File: src/rtl/stack_controller_if.sv
// Handshake and memory-side signal bundle between the control unit, register bank,
// data memory and the stack sequencer.
interface stack_controller_if;
    logic        push_req;
    logic        pop_req;
    logic [31:0] push_data;
    logic [31:0] rp_atual;
    logic [31:0] mem_rdata;
    logic [31:0] mem_addr;
    logic [31:0] mem_wdata;
    logic        mem_write;
    logic        mem_read;
    logic [31:0] rp_novo;
    logic        PilhaE;
    logic        pop_wr;
    logic [31:0] pop_data;
    logic        busy;
    logic        done;
    logic        overflow;
    logic        underflow;

    modport slave (
        input  push_req, pop_req, push_data, rp_atual, mem_rdata,
        output mem_addr, mem_wdata, mem_write, mem_read, rp_novo, PilhaE,
               pop_wr, pop_data, busy, done, overflow, underflow
    );

    modport master (
        output push_req, pop_req, push_data, rp_atual, mem_rdata,
        input  mem_addr, mem_wdata, mem_write, mem_read, rp_novo, PilhaE,
               pop_wr, pop_data, busy, done, overflow, underflow
    );
endinterface

File: src/rtl/stack_controller.sv
// Push/pop sequencer for the full-descending stack addressed by $rp: issues the
// data-memory access, computes the new $rp and strobes the register bank.
module stack_controller #(
    parameter logic [31:0] STACK_BASE  = 32'd224,
    parameter logic [31:0] STACK_LIMIT = 32'd192
) (
    input  logic               clock,
    input  logic               reset,
    stack_controller_if.slave  bus
);

    typedef enum logic [2:0] {
        IDLE   = 3'd0,
        PUSH   = 3'd1,
        POP_RD = 3'd2,
        POP_WB = 3'd3,
        ERR    = 3'd4
    } state_t;

    state_t      state_q, state_d;
    logic [31:0] rp_q, rp_d;
    logic [31:0] data_q, data_d;
    logic        ovf_q, ovf_d;     // error cause: 1 = overflow, 0 = underflow

    logic [31:0] mem_addr, mem_wdata, rp_novo, pop_data;
    logic        mem_write, mem_read, pilha_e, pop_wr, busy, done, overflow, underflow;

    // NOTE: sequential state uses non-blocking (<=) so every register samples pre-edge values.
    // NOTE: only the small control registers need a reset; there is no storage array here.
    always_ff @(posedge clock) begin
        if (reset) begin
            state_q <= IDLE;
            rp_q    <= '0;
            data_q  <= '0;
            ovf_q   <= 1'b0;
        end else begin
            state_q <= state_d;
            rp_q    <= rp_d;
            data_q  <= data_d;
            ovf_q   <= ovf_d;
        end
    end

    // NOTE: every signal gets a default before the case, so no path can infer a latch.
    always_comb begin
        state_d   = state_q;
        rp_d      = rp_q;
        data_d    = data_q;
        ovf_d     = ovf_q;
        mem_addr  = '0;
        mem_wdata = '0;
        mem_write = 1'b0;
        mem_read  = 1'b0;
        rp_novo   = '0;
        pilha_e   = 1'b0;
        pop_wr    = 1'b0;
        pop_data  = '0;
        busy      = (state_q != IDLE);
        done      = 1'b0;
        overflow  = 1'b0;
        underflow = 1'b0;

        unique case (state_q)
            IDLE: begin
                // Push wins a tie; the losing pop is simply dropped.
                if (bus.push_req) begin
                    rp_d   = bus.rp_atual;
                    data_d = bus.push_data;
                    if (bus.rp_atual <= STACK_LIMIT) begin
                        ovf_d   = 1'b1;
                        state_d = ERR;
                    end else begin
                        state_d = PUSH;
                    end
                end else if (bus.pop_req) begin
                    rp_d = bus.rp_atual;
                    if (bus.rp_atual >= STACK_BASE) begin
                        ovf_d   = 1'b0;
                        state_d = ERR;
                    end else begin
                        state_d = POP_RD;
                    end
                end
            end
            PUSH: begin
                mem_write = 1'b1;
                mem_addr  = rp_q - 32'd1;
                mem_wdata = data_q;
                pilha_e   = 1'b1;
                rp_novo   = rp_q - 32'd1;
                done      = 1'b1;
                state_d   = IDLE;
            end
            POP_RD: begin
                mem_read = 1'b1;
                mem_addr = rp_q;
                state_d  = POP_WB;
            end
            POP_WB: begin
                pop_data = bus.mem_rdata;
                pop_wr   = 1'b1;
                pilha_e  = 1'b1;
                rp_novo  = rp_q + 32'd1;
                done     = 1'b1;
                state_d  = IDLE;
            end
            ERR: begin
                done      = 1'b1;
                overflow  = ovf_q;
                underflow = ~ovf_q;
                state_d   = IDLE;
            end
            default: state_d = IDLE;
        endcase
    end

    assign bus.mem_addr  = mem_addr;
    assign bus.mem_wdata = mem_wdata;
    assign bus.mem_write = mem_write;
    assign bus.mem_read  = mem_read;
    assign bus.rp_novo   = rp_novo;
    assign bus.PilhaE    = pilha_e;
    assign bus.pop_wr    = pop_wr;
    assign bus.pop_data  = pop_data;
    assign bus.busy      = busy;
    assign bus.done      = done;
    assign bus.overflow  = overflow;
    assign bus.underflow = underflow;

endmodule
File: src/flat_wrapper.sv
// flat-port wrapper written by rule: the top's interface ports become plain ports
module stack_controller_flat 
#(
    parameter logic [31:0] STACK_BASE  = 32'd224,
    parameter logic [31:0] STACK_LIMIT = 32'd192
)
  (clock, reset, bus_push_req, bus_pop_req, bus_push_data, bus_rp_atual, bus_mem_rdata, bus_mem_addr, bus_mem_wdata, bus_mem_write, bus_mem_read, bus_rp_novo, bus_PilhaE, bus_pop_wr, bus_pop_data, bus_busy, bus_done, bus_overflow, bus_underflow);
  stack_controller_if bus_i ();
  input  logic clock;
  input  logic reset;
  input wire logic [$bits(bus_i.push_req)-1:0] bus_push_req;
  input wire logic [$bits(bus_i.pop_req)-1:0] bus_pop_req;
  input wire logic [$bits(bus_i.push_data)-1:0] bus_push_data;
  input wire logic [$bits(bus_i.rp_atual)-1:0] bus_rp_atual;
  input wire logic [$bits(bus_i.mem_rdata)-1:0] bus_mem_rdata;
  output wire logic [$bits(bus_i.mem_addr)-1:0] bus_mem_addr;
  output wire logic [$bits(bus_i.mem_wdata)-1:0] bus_mem_wdata;
  output wire logic [$bits(bus_i.mem_write)-1:0] bus_mem_write;
  output wire logic [$bits(bus_i.mem_read)-1:0] bus_mem_read;
  output wire logic [$bits(bus_i.rp_novo)-1:0] bus_rp_novo;
  output wire logic [$bits(bus_i.PilhaE)-1:0] bus_PilhaE;
  output wire logic [$bits(bus_i.pop_wr)-1:0] bus_pop_wr;
  output wire logic [$bits(bus_i.pop_data)-1:0] bus_pop_data;
  output wire logic [$bits(bus_i.busy)-1:0] bus_busy;
  output wire logic [$bits(bus_i.done)-1:0] bus_done;
  output wire logic [$bits(bus_i.overflow)-1:0] bus_overflow;
  output wire logic [$bits(bus_i.underflow)-1:0] bus_underflow;
  assign bus_i.push_req = bus_push_req;
  assign bus_i.pop_req = bus_pop_req;
  assign bus_i.push_data = bus_push_data;
  assign bus_i.rp_atual = bus_rp_atual;
  assign bus_i.mem_rdata = bus_mem_rdata;
  assign bus_mem_addr = bus_i.mem_addr;
  assign bus_mem_wdata = bus_i.mem_wdata;
  assign bus_mem_write = bus_i.mem_write;
  assign bus_mem_read = bus_i.mem_read;
  assign bus_rp_novo = bus_i.rp_novo;
  assign bus_PilhaE = bus_i.PilhaE;
  assign bus_pop_wr = bus_i.pop_wr;
  assign bus_pop_data = bus_i.pop_data;
  assign bus_busy = bus_i.busy;
  assign bus_done = bus_i.done;
  assign bus_overflow = bus_i.overflow;
  assign bus_underflow = bus_i.underflow;
  stack_controller #(.STACK_BASE(STACK_BASE), .STACK_LIMIT(STACK_LIMIT)) u_core (.clock(clock), .reset(reset), .bus(bus_i));
endmodule
File: config.mk
export PLATFORM = sky130hd
export DESIGN_NAME = stack_controller_flat
export DESIGN_NICKNAME = d
export VERILOG_FILES = /design/src/rtl/stack_controller_if.sv /design/src/rtl/stack_controller.sv /design/src/flat_wrapper.sv
export SDC_FILE = /design/constraint.sdc
export NUM_CORES = 1
export LEC_CHECK = 0
export BUFFER_PORTS_ARGS = -buffer_cell sky130_fd_sc_hd__buf_2
export CAP_MARGIN = 10
export CORE_UTILIZATION = 52
export DETAILED_ROUTE_END_ITERATION = 8
export PLACE_DENSITY = 0.88
export SYNTH_ARGS = -nofsm -noshare
export SYNTH_HDL_FRONTEND = slang
export SYNTH_SLANG_ARGS = --single-unit
File: constraint.sdc
create_clock -name clock -period 7.6 [get_ports clock]
set_input_delay 0.38 -clock clock [delete_from_list [all_inputs] [get_ports clock]]
set_output_delay 0.38 -clock clock [all_outputs]
set_load 0.05 [all_outputs]
==> impl_results.md <==
- Status: completed
- Max-Cap Viols: 0
- Worst flop-to-flop path startpoint: u_core.state_q[1]$_SDFFE_PP0P_
- # setup viols final: 0
- N_diodes: 0
- Clock power share: 28.7%
- Mapped cell area: 5100 sq um
- Slowest-stage cell, CP: inv_1
- Slew HR: 17.8%
- Net Count, Synth: 885
- Layout cells sized above 1: 27.7%
- Clock Latency Late Sink: 0.33 ns
- Endpoints failing hold: 0
- Crit-path cells: nand2b_1, inv_1, nand2b_1, inv_1, nand3_1, or4_1, nand2_1, buf_2
- Worst-path clk slew: 0.07 ns
- Largest net degree at the start of global routing: 71
- DP HPWL: 12000 microns
- CTS hold repair buffers: 0
- Worst slack, placed: 2.42 ns
- Area delta synth->final: 24.5%
- Worst setup margin: 1.88 ns
- Port Buffer Count: 235
- Primary FF master, synth: dfxtp_1
- Worst Skew: 0.00605 ns
- Compound-Gate Fraction of Synth Area: 19.9%
- Via count of the first global-routing pass: 5395
- CP Launch Point: u_core.state_q[2]$_SDFFE_PP0P_
- Delay of the slowest critical-path stage: 1.18 ns
- Simple-gate share of the synthesized area: 41.7%
- CP Max Fanout: 49
- Overall Global Routing Usage: 31.9%
- Adder-Cell Fraction of Synth Area: 0.491%
- Reg power frac: 40.6%
- Initial antenna violation count: 0
- I/O pin cnt: 236
- Vias: 6319
- FMAX: 175 MHz
- Iter 0 DRT Violations: 393
- Post-CTS setup buffers: 0
- Placed instance area: 6140 sq um
- DRC viols: 0
- Leak Pwr: 0.00305 uW
- Switching share of power: 37.5%
- Area of the core: 9370 sq um
- Longest Clk Path Bufs: 2
- WP data required: 7.22 ns
- Initial Util: 54.4%
- Post-synthesis mux area share: 1.18%
- Sum Neg Setup Slack: 0 ns
- Final net count: 1056
- Dpl cells: 1072
- WL/cell: 15.4 microns
- Slew at the pin closest to its max-slew limit: 1.23 ns
- Routed WL: 16700 microns
- R2r worst-path depth: 3
- Via density per instance: 5.81
- Netlist cell types: 54
- Chip width: 101 microns
- Clk root buf: clkbuf_8
- H-tree Lvls: 3
- First-pass GRT wire length: 26100 microns
- Asr flop ratio synth: 0%
- Hold path start: bus_push_data[29]
- CTS Sinks: 68
- Net Switching: 390 uW
- Rows: 35
- Number of synthesized register bits: 68
- CTS tree: done
- Combinational family with the most area after synthesis: simple AND/OR/NAND/NOR gates
- CP startpoint kind: register
- DR pass1 iterations: 5
- Total grt overflow: 0
- Die area: 10200 sq um
- Total power: 1040 uW
- WS Path Type: reg -> out
- Post-DRT Antenna Nets: 0
- Final slew viol count: 0
- CTS Buf Count: 9
- Crit path DAT: 5.34 ns
- Peak supply drop: 0.147 mV
- Setup crit end kind: output pin
- PD cells: 164 nW/um^2
- Hold depth: 3
- Worst hold path type: in -> reg
- Yosys warns: 0
- RSZ-0062 raised after global routing: false
- Post-cts resize count: 0
- Final period utilization: 75.3%
- Register area share after synthesis: 26.7%
- Non-Filler Instances: 1088
- Cells after Synth: 783
- Die Span Y: 101 microns
- Area share of xor/xnor cells in the synthesized design: 2.58%
- Routability cong.: 0.947
- Internal: 651 uW
- Syn Area/Cell: 6.51 sq um
- Cell area after layout: 6350 sq um
- Post-synth EDFFs: 0
- Minimum clock period: 5.72 ns
- Combinational share of power: 30.7%
-- routing by layer --
| layer | global-route usage (%) | part of all wire, % | up-vias | wire length [microns] |
|---|---|---|---|---|
| li1 | - | - | 3089 | - |
| met1 | 39.0 | 40 | 2797 | 6600 |
| met2 | 53.4 | 47 | 393 | 7900 |
| met3 | 6.10 | 10 | 40 | 1730 |
| met4 | 16.3 | 2.9 | 0 | 482 |
| met5 | 0 | 0 | - | 0 |
-- layout make-up --
type                       count  area, sq um
clock inverter                 4         47.5
clock buffer                  12          155
timing repair buffer         239         1210
fill                         864         3020
tap                          129          161
inverter                      14         52.6
sequential                    68         1360
multi-input combinational    622         3360
-- synth_stat cells, drive strengths merged (2+ instances only) --
master / n / area (sq um)
nand2: 178 / 668
a21oi: 78 / 390
dfxtp: 68 / 1360
clkbuf: 64 / 240
nor2: 43 / 161
and3: 38 / 238
and2: 35 / 219
o21ai: 35 / 179
nor3: 30 / 150
nor4: 22 / 144
nand3: 19 / 95.1
nand4: 17 / 106
buf: 15 / 88.8
or4: 14 / 113
inv: 13 / 48.8
o31ai: 11 / 82.6
or3: 9 / 61.3
xnor2: 9 / 78.8
o22ai: 8 / 50.1
nand2b: 7 / 43.8
or2: 7 / 43.8
a22o: 6 / 52.6
a31oi: 6 / 37.5
mux2i: 6 / 60.1
o21a: 6 / 45.0
xor2: 6 / 52.6
a211o: 4 / 35.0
o311ai: 3 / 26.3
o31a: 3 / 26.3
o32ai: 3 / 26.3
ha: 2 / 25.0
nand4b: 2 / 17.5
nor3b: 2 / 15.0
nor4b: 2 / 17.5
-- state kept, by name (all words and copies together), names as in the netlist --
signal / flops
u_core.data_q: 32
u_core.ovf_q: 1
u_core.rp_q: 32
u_core.state_q: 3
-- kinds of logic after synthesis --
kind of cell	after synthesis
multiplexers	6
adder cells (fa/ha/maj)	2
AO/OA/AOI/OAI	170
XOR/XNOR	15
buffers and inverters	93
flip-flops	68
AND/OR/NAND/NOR	429
-- worst max-delay path: cells and delay by family (launching register included) --
family / cells / cell delay [ns]
and+or+nand+nor: 5 / 2.33
buffers and inverters: 3 / 2.27
DFF: 1 / 0.38
-- per-stage QoR --
| stage | hold WS (ns) | util (%) |
|---|---|---|
| after floorplan | 0.432 | - |
| after global placement | 0.440 | 65.6 |
| after detailed placement | 0.443 | 65.6 |
| after CTS | 0.266 | 67.7 |
| after global routing | 0.270 | 67.7 |
| final | 0.278 | 67.7 |
-- cell usage in the layout, fill, tap and decap left out, types with 7 or more instances in the layout --
cell type  netlist  routed
a21oi_1         78      78
and2_1          34      34
and3_1          38      38
buf_2            8     235
clkbuf_8         0      11
dfxtp_1         68      67
inv_1           13      13
nand2_1        178     178
nand2b_1         7       7
nand3_1         19      19
nand4_1         17      17
nor2_1          43      43
nor3_1          30      30
nor4_1          21      21
o21ai_0         34      34
o22ai_1          8       8
o31ai_1         11      11
or3_1            8       8
or4_1           12      12
xnor2_1          9       9
-- power groups by stage --
stage          Clock [uW]  Combinational (uW)  Sequential [uW]
5_1_grt               319                 347              427
3_5_place_dp            0                 314              428
3_3_place_gp            0                 309              428
6_report              299                 319              423
2_1_floorplan           0                 263              399
4_1_cts               304                 315              420
-- worst paths after layout --
kind / endpoint / slack [ns]
worst max register to register: u_core.state_q[2]$_SDFFE_PP0P_ / 5.13
worst max-delay path: bus_mem_addr[20] / 1.88
worst min-delay path: u_core.data_q[29]$_SDFFE_PP0P_ / 0.28
worst min register to register: u_core.data_q[9]$_SDFFE_PP0P_ / 0.45
Power figures use the tool's default switching activity.
